--- config.mk ---
export PLATFORM = sky130hd
export DESIGN_NAME = score_display_ctrl
export DESIGN_NICKNAME = d
export VERILOG_FILES = /design/src/rtl/score_display_ctrl.sv
export SDC_FILE = /design/constraint.sdc
export NUM_CORES = 1
export LEC_CHECK = 0
export ABC_AREA = 1
export CAP_MARGIN = 0
export CORE_UTILIZATION = 51
export DETAILED_ROUTE_END_ITERATION = 12
export MAX_ROUTING_LAYER = met4
export PLACE_DENSITY = 0.77
export SYNTH_ARGS = -nofsm -noshare
export SYNTH_HDL_FRONTEND = slang
export SYNTH_SLANG_ARGS = --single-unit
--- constraint.sdc ---
create_clock -name clk_in -period 1.7 [get_ports clk_in]
set_clock_uncertainty 0.1 [all_clocks]
set_input_delay 0.51 -clock clk_in [delete_from_list [all_inputs] [get_ports clk_in]]
set_output_delay 0.51 -clock clk_in [all_outputs]
set_load 0.01 [all_outputs]
--- src/rtl/score_display_ctrl.sv ---
// score_display_ctrl
//   Converts a 16-bit binary score to BCD with a 16-cycle shift-add-3
//   (double-dabble) converter and arbitrates the seven-segment digit bus
//   between the score and a timed message. A message that is on display
//   takes priority. When it expires, the current score is shown again.
//
//   Optional feature: define SCORE_DISPLAY_BLINK_EN to make message digits
//   blink (blank mask alternates 8'h00 / 8'hFF every BLINK_HALF cycles).
//
// Ports
//   clk_in          : clock, rising edge
//   rst_in          : synchronous active-high reset
//   score_in        : binary score, accepted when score_valid_in & score_ready_out
//   score_valid_in  : score_in valid
//   score_ready_out : converter idle, can accept a score
//   msg_req_in      : one-cycle request to show msg_val_in
//   msg_val_in      : eight 4-bit digit codes, [3:0] rightmost
//   val_out         : registered digit codes, [3:0] ones digit
//   blank_out       : registered per-digit blank mask
//   msg_active_out  : message currently displayed
//   busy_out        : conversion in progress
module score_display_ctrl #(
  parameter int unsigned MSG_HOLD_CYCLES = 100_000_000,
  parameter int unsigned BLINK_HALF      = 25_000_000
) (
  input  logic        clk_in,
  input  logic        rst_in,
  input  logic [15:0] score_in,
  input  logic        score_valid_in,
  output logic        score_ready_out,
  input  logic        msg_req_in,
  input  logic [31:0] msg_val_in,
  output logic [31:0] val_out,
  output logic [7:0]  blank_out,
  output logic        msg_active_out,
  output logic        busy_out
);

  typedef enum logic {
    IDLE,
    CONV
  } state_t;

  localparam logic [31:0] HOLD_LOAD = 32'(MSG_HOLD_CYCLES - 1);

  state_t      state, state_nxt;
  logic        accept;
  logic        conv_last;

  logic [15:0] bin_q;
  logic [19:0] bcd_q;
  logic [3:0]  iter_q;
  logic [19:0] bcd_adj;
  logic [19:0] bcd_sh;

  logic [31:0] score_q, score_nxt;
  logic [7:0]  score_blank;

  logic [31:0] msg_q, msg_nxt;
  logic        msg_active_q, msg_active_nxt;
  logic [31:0] hold_q, hold_nxt;
  logic [7:0]  msg_blank;

  // ---------------- converter FSM ----------------
  always_ff @(posedge clk_in) begin
    if (rst_in) state <= IDLE;
    else        state <= state_nxt;
  end

  always_comb begin
    state_nxt = state;
    case (state)
      IDLE: if (score_valid_in) state_nxt = CONV;
      CONV: if (iter_q == 4'd15) state_nxt = IDLE;
      default: state_nxt = IDLE;
    endcase
  end

  always_comb begin
    score_ready_out = 1'b0;
    busy_out        = 1'b0;
    case (state)
      IDLE:    score_ready_out = 1'b1;
      CONV:    busy_out        = 1'b1;
      default: score_ready_out = 1'b1;
    endcase
  end

  assign accept    = (state == IDLE) && score_valid_in;
  assign conv_last = (state == CONV) && (iter_q == 4'd15);

  // ---------------- double-dabble datapath ----------------
  always_comb begin
    bcd_adj = bcd_q;
    for (int unsigned d = 0; d < 5; d++) begin
      if (bcd_q[4*d +: 4] >= 4'd5) bcd_adj[4*d +: 4] = bcd_q[4*d +: 4] + 4'd3;
    end
    bcd_sh = {bcd_adj[18:0], bin_q[15]};
  end

  always_ff @(posedge clk_in) begin
    if (rst_in) begin
      bin_q  <= '0;
      bcd_q  <= '0;
      iter_q <= '0;
    end else if (accept) begin
      bin_q  <= score_in;
      bcd_q  <= '0;
      iter_q <= '0;
    end else if (state == CONV) begin
      bin_q  <= {bin_q[14:0], 1'b0};
      bcd_q  <= bcd_sh;
      iter_q <= iter_q + 4'd1;
    end
  end

  // The score register takes the result of the 16th shift on the same edge.
  always_comb begin
    score_nxt = score_q;
    if (conv_last) score_nxt = {12'h000, bcd_sh};
  end

  always_ff @(posedge clk_in) begin
    if (rst_in) score_q <= '0;
    else        score_q <= score_nxt;
  end

  // Leading-zero blanking: digit i blanks if it and all digits above are zero.
  always_comb begin
    logic zero_above;
    score_blank = '0;
    zero_above  = 1'b1;
    for (int unsigned i = 7; i >= 1; i--) begin
      if (score_nxt[4*i +: 4] != 4'd0) zero_above = 1'b0;
      score_blank[i] = zero_above;
    end
  end

  // ---------------- message hold ----------------
  always_comb begin
    msg_nxt        = msg_q;
    msg_active_nxt = msg_active_q;
    hold_nxt       = hold_q;
    if (msg_req_in) begin
      msg_nxt        = msg_val_in;
      msg_active_nxt = 1'b1;
      hold_nxt       = HOLD_LOAD;
    end else if (msg_active_q) begin
      if (hold_q == '0) msg_active_nxt = 1'b0;
      else              hold_nxt       = hold_q - 32'd1;
    end
  end

  always_ff @(posedge clk_in) begin
    if (rst_in) begin
      msg_q        <= '0;
      msg_active_q <= 1'b0;
      hold_q       <= '0;
    end else begin
      msg_q        <= msg_nxt;
      msg_active_q <= msg_active_nxt;
      hold_q       <= hold_nxt;
    end
  end

  assign msg_active_out = msg_active_q;

`ifdef SCORE_DISPLAY_BLINK_EN
  localparam logic [31:0] BLINK_LOAD = 32'(BLINK_HALF - 1);

  logic [31:0] blink_cnt_q, blink_cnt_nxt;
  logic        blink_ph_q, blink_ph_nxt;

  // Phase 0 (digits visible) first; every request restarts the pattern.
  always_comb begin
    blink_cnt_nxt = blink_cnt_q;
    blink_ph_nxt  = blink_ph_q;
    if (msg_req_in) begin
      blink_cnt_nxt = BLINK_LOAD;
      blink_ph_nxt  = 1'b0;
    end else if (msg_active_q) begin
      if (blink_cnt_q == '0) begin
        blink_cnt_nxt = BLINK_LOAD;
        blink_ph_nxt  = ~blink_ph_q;
      end else begin
        blink_cnt_nxt = blink_cnt_q - 32'd1;
      end
    end
  end

  always_ff @(posedge clk_in) begin
    if (rst_in) begin
      blink_cnt_q <= '0;
      blink_ph_q  <= 1'b0;
    end else begin
      blink_cnt_q <= blink_cnt_nxt;
      blink_ph_q  <= blink_ph_nxt;
    end
  end

  assign msg_blank = blink_ph_nxt ? 8'hFF : 8'h00;
`else
  logic unused_blink_cfg;
  assign unused_blink_cfg = ^BLINK_HALF;
  assign msg_blank        = 8'h00;
`endif

  // ---------------- registered display outputs ----------------
  // Driven from next-state values so the display tracks the same edge on
  // which the score register or message state changes.
  always_ff @(posedge clk_in) begin
    if (rst_in) begin
      val_out   <= '0;
      blank_out <= 8'hFE;
    end else if (msg_active_nxt) begin
      val_out   <= msg_nxt;
      blank_out <= msg_blank;
    end else begin
      val_out   <= score_nxt;
      blank_out <= score_blank;
    end
  end

endmodule
==> results.json, run 1 <==
{
  "status": "finished with violations",
  "violations": "setup timing",
  "hold_viol_final": 0,
  "syn_avg_cell_area_um2": 7.51,
  "slew_violations": 0,
  "grt_use_total": 0.318,
  "antenna_found_initial": 0,
  "clock_latency_ns": 0.45,
  "dieArea_um2": 16200,
  "h-tree-depth": 4,
  "syn_area_um2": 7990,
  "relSlewSlack": 0.611,
  "drive_above_1_share": 0.364,
  "cts_sinks": 177,
  "worstPathRequired_ns": 1.95,
  "final_antenna_net_count": 0,
  "hold_class": "register to register",
  "gp_congestion": 0.939,
  "fillers": 842,
  "synth-edff-count": 0,
  "grt_pass1_vias": 8192,
  "core_um2": 15300,
  "ys.flop_type": "dfxtp_1",
  "fmax_mhz": 499,
  "tns_ns": -11.49,
  "drt_iter0_markers": 945,
  "viasPerCell": 5.68,
  "cap_violations": 0,
  "wl_um": 30100,
  "holdWs_ns": 0.355,
  "num_rows": 45,
  "utilization": 0.805,
  "routedWlPerCell_um": 19.3,
  "clk_pin_slew_ns": 0.08,
  "die_y_um": 127,
  "nNetsFinal": 1396,
  "die_w_um": 127,
  "yosys-top-cells-area": "dfxtp_1 (44%), nand2_1 (12%), inv_1 (6.2%)",
  "cts_max_path_buffers": 2,
  "route.detailed.drc": 0,
  "power_density_nw_per_um2": 865,
  "post-route-min-period_ns": 2.00,
  "insertedDiodeCount": 0,
  "ys_ff_latch": 177,
  "port_buffers": 93,
  "post-place-cells": 1482,
  "root_buffer": "clkbuf_16",
  "syn_inst": 1064,
  "cts_tree": "yes",
  "synth_top_area_cell": "dfxtp_1",
  "rsz0062_at_grt": "true",
  "setup_violations": 81,
  "cp-start-kind": "register",
  "syn-num-nets": 1128,
  "design_area_um2": 12300,
  "arrival_ns": 2.25,
  "cts-buffers-inserted": 17,
  "start_util": 0.524,
  "ys_seq_area_frac": 0.443,
  "worst_pin_slew_ns": 0.583,
  "synthArstFlopShare": 0,
  "worstHoldPathCells": 2,
  "setup_slack_ns": -0.304,
  "grt-ovfl-total": 0,
  "firstDrtPassIters": 7,
  "criticalPathCategory": "register to register",
  "grt_pass1_wl_um": 39400,
  "ys_warn_count": 0,
  "dp_hpwl_um": 15000,
  "peakVddDrop_uv": 883,
  "fin_cells": 1556,
  "leakage_nw": 5.87,
  "synth_cell_type_count": 40,
  "worstRegToRegCells": 10,
  "finalCritPeriodShare": 1.18,
  "grt_start_max_net_pins": 44,
  "end_kind": "register",
  "critPathMaxFanout": 3,
  "area_growth_pct": 53.7,
  "io_pins": 95,
  "dpl_cell_area_um2": 10200,
  "vias": 8845,
  "synth_top_area_frac": 0.443
}
[worst paths after layout]
check	slack, ns	startpoint	endpoint
setup / recovery	-0.30	bcd_q[4]	blank_out[1]
hold / removal	0.35	score_q[25]	score_q[25]
setup reg to reg	-0.30	bcd_q[4]	blank_out[1]
hold reg to reg	0.35	score_q[25]	score_q[25]
[logic make-up (layout without fill, tap and decap cells)]
logic type / count (synthesis) / count (layout) / synth area share
and+or+nand+nor: 514 / 515 / 0.291
AOI/OAI and AO/OA: 136 / 136 / 0.0984
DFF: 177 / 177 / 0.443
muxes: 34 / 34 / 0.0426
adders and majority gates: 12 / 12 / 0.0188
other: 1 / 1 / 0.000469
xor gates and xnor gates: 11 / 11 / 0.0121
buffers and inverters: 179 / 459 / 0.0936
[registers in the layout (all words and copies together) (netlist names)]
name            flops
hold_q             32
msg_q              32
score_q            32
val_out            32
bcd_q              20
bin_q              16
blank_out           7
iter_q              4
msg_active_out      1
state               1
[area by class of cell]
cell class / instances / area (µm²) / area share
flip-flops and latches: 177 / 3570 / 0.290
clock buffers: 18 / 439 / 0.0357
well taps: 211 / 264 / 0.0215
clock inverters: 14 / 184 / 0.0150
repair buffers: 293 / 2680 / 0.218
multi-input cells: 709 / 4640 / 0.378
inverters: 134 / 510 / 0.0415
[per-layer routing]
layer	share of wire	global-route usage	vias to the layer above
li1	-	-	3926
met4	0.070	0.149	0
met2	0.48	0.543	570
met5	0	-	-
met1	0.37	0.361	4128
met3	0.083	0.0599	221
[power by group]
part | total (W) | switching [W] | internal (W)
sequential | 0.00445 | 0.000106 | 0.00435
combinational | 0.00197 | 0.00109 | 0.000883
clock | 0.00420 | 0.00191 | 0.00229
[cells in the mapped netlist (all sizes together), types with 4 or more instances]
cell,number
xnor2,9
a31oi,4
o221ai,4
dfxtp,177
o21ai,53
ha,12
nand4,28
o211ai,16
buf,31
nor2,148
nand2,262
o21a,15
a21oi,42
or2,10
mux2i,34
inv,133
clkbuf,14
nand3,62
[through the flow]
stage               power, W  setup slack, ns
floorplan            0.00532          0.00625
global placement     0.00600           -0.183
detailed placement   0.00603           -0.235
CTS                   0.0102           -0.135
global route          0.0109           -0.318
finish                0.0106           -0.304
[critical path: stages (launching register included)]
cell and delay (ns):
dfxtp_2 0.37, inv_2 0.06, ha_2 0.19, o21ai_0 0.31
nand2_1 0.19, o21ai_0 0.21, nand2_1 0.14, nand2_1 0.11
inv_1 0.06, nand2_1 0.10, nor2_2 0.05
[layout by cell type, fill, tap and decap left out, drive strengths merged]
master	n
clkdlybuf4s50	49
nor3	2
a31oi	4
nor2	148
mux2i	34
clkbuf	20
dlygate4sd2	38
o21ai	53
xnor2	9
clkinvlp	1
nand3	62
o21a	15
buf	203
nand2	263
inv	141
o221ai	4
clkdlybuf4s15	1
nand3b	2
bufinv	2
xor2	2
o211ai	16
ha	12
dfxtp	177
o21bai	2
conb	1
or2	10
clkinv	4
nand4	28
a21oi	42
[what timing repair did]
action	CTS	global route
gates resized for setup	186	196
buffers inserted	24	19
setup endpoints to repair	111	90
pin swaps	33	56
hold buffers	0	0
cloned	5	1
No activity file was read; power rests on OpenSTA's default activity.
==> run 2: changes to the inputs <==
--- a/config.mk
+++ b/config.mk
@@ -11,6 +11,7 @@
 export DETAILED_ROUTE_END_ITERATION = 12
 export MAX_ROUTING_LAYER = met4
 export PLACE_DENSITY = 0.77
+export SLEW_MARGIN = 10
 export SYNTH_ARGS = -nofsm -noshare
 export SYNTH_HDL_FRONTEND = slang
 export SYNTH_SLANG_ARGS = --single-unit
==> results of run 2 <==
Final layout, timing and power as in run 1 (identical DEF).
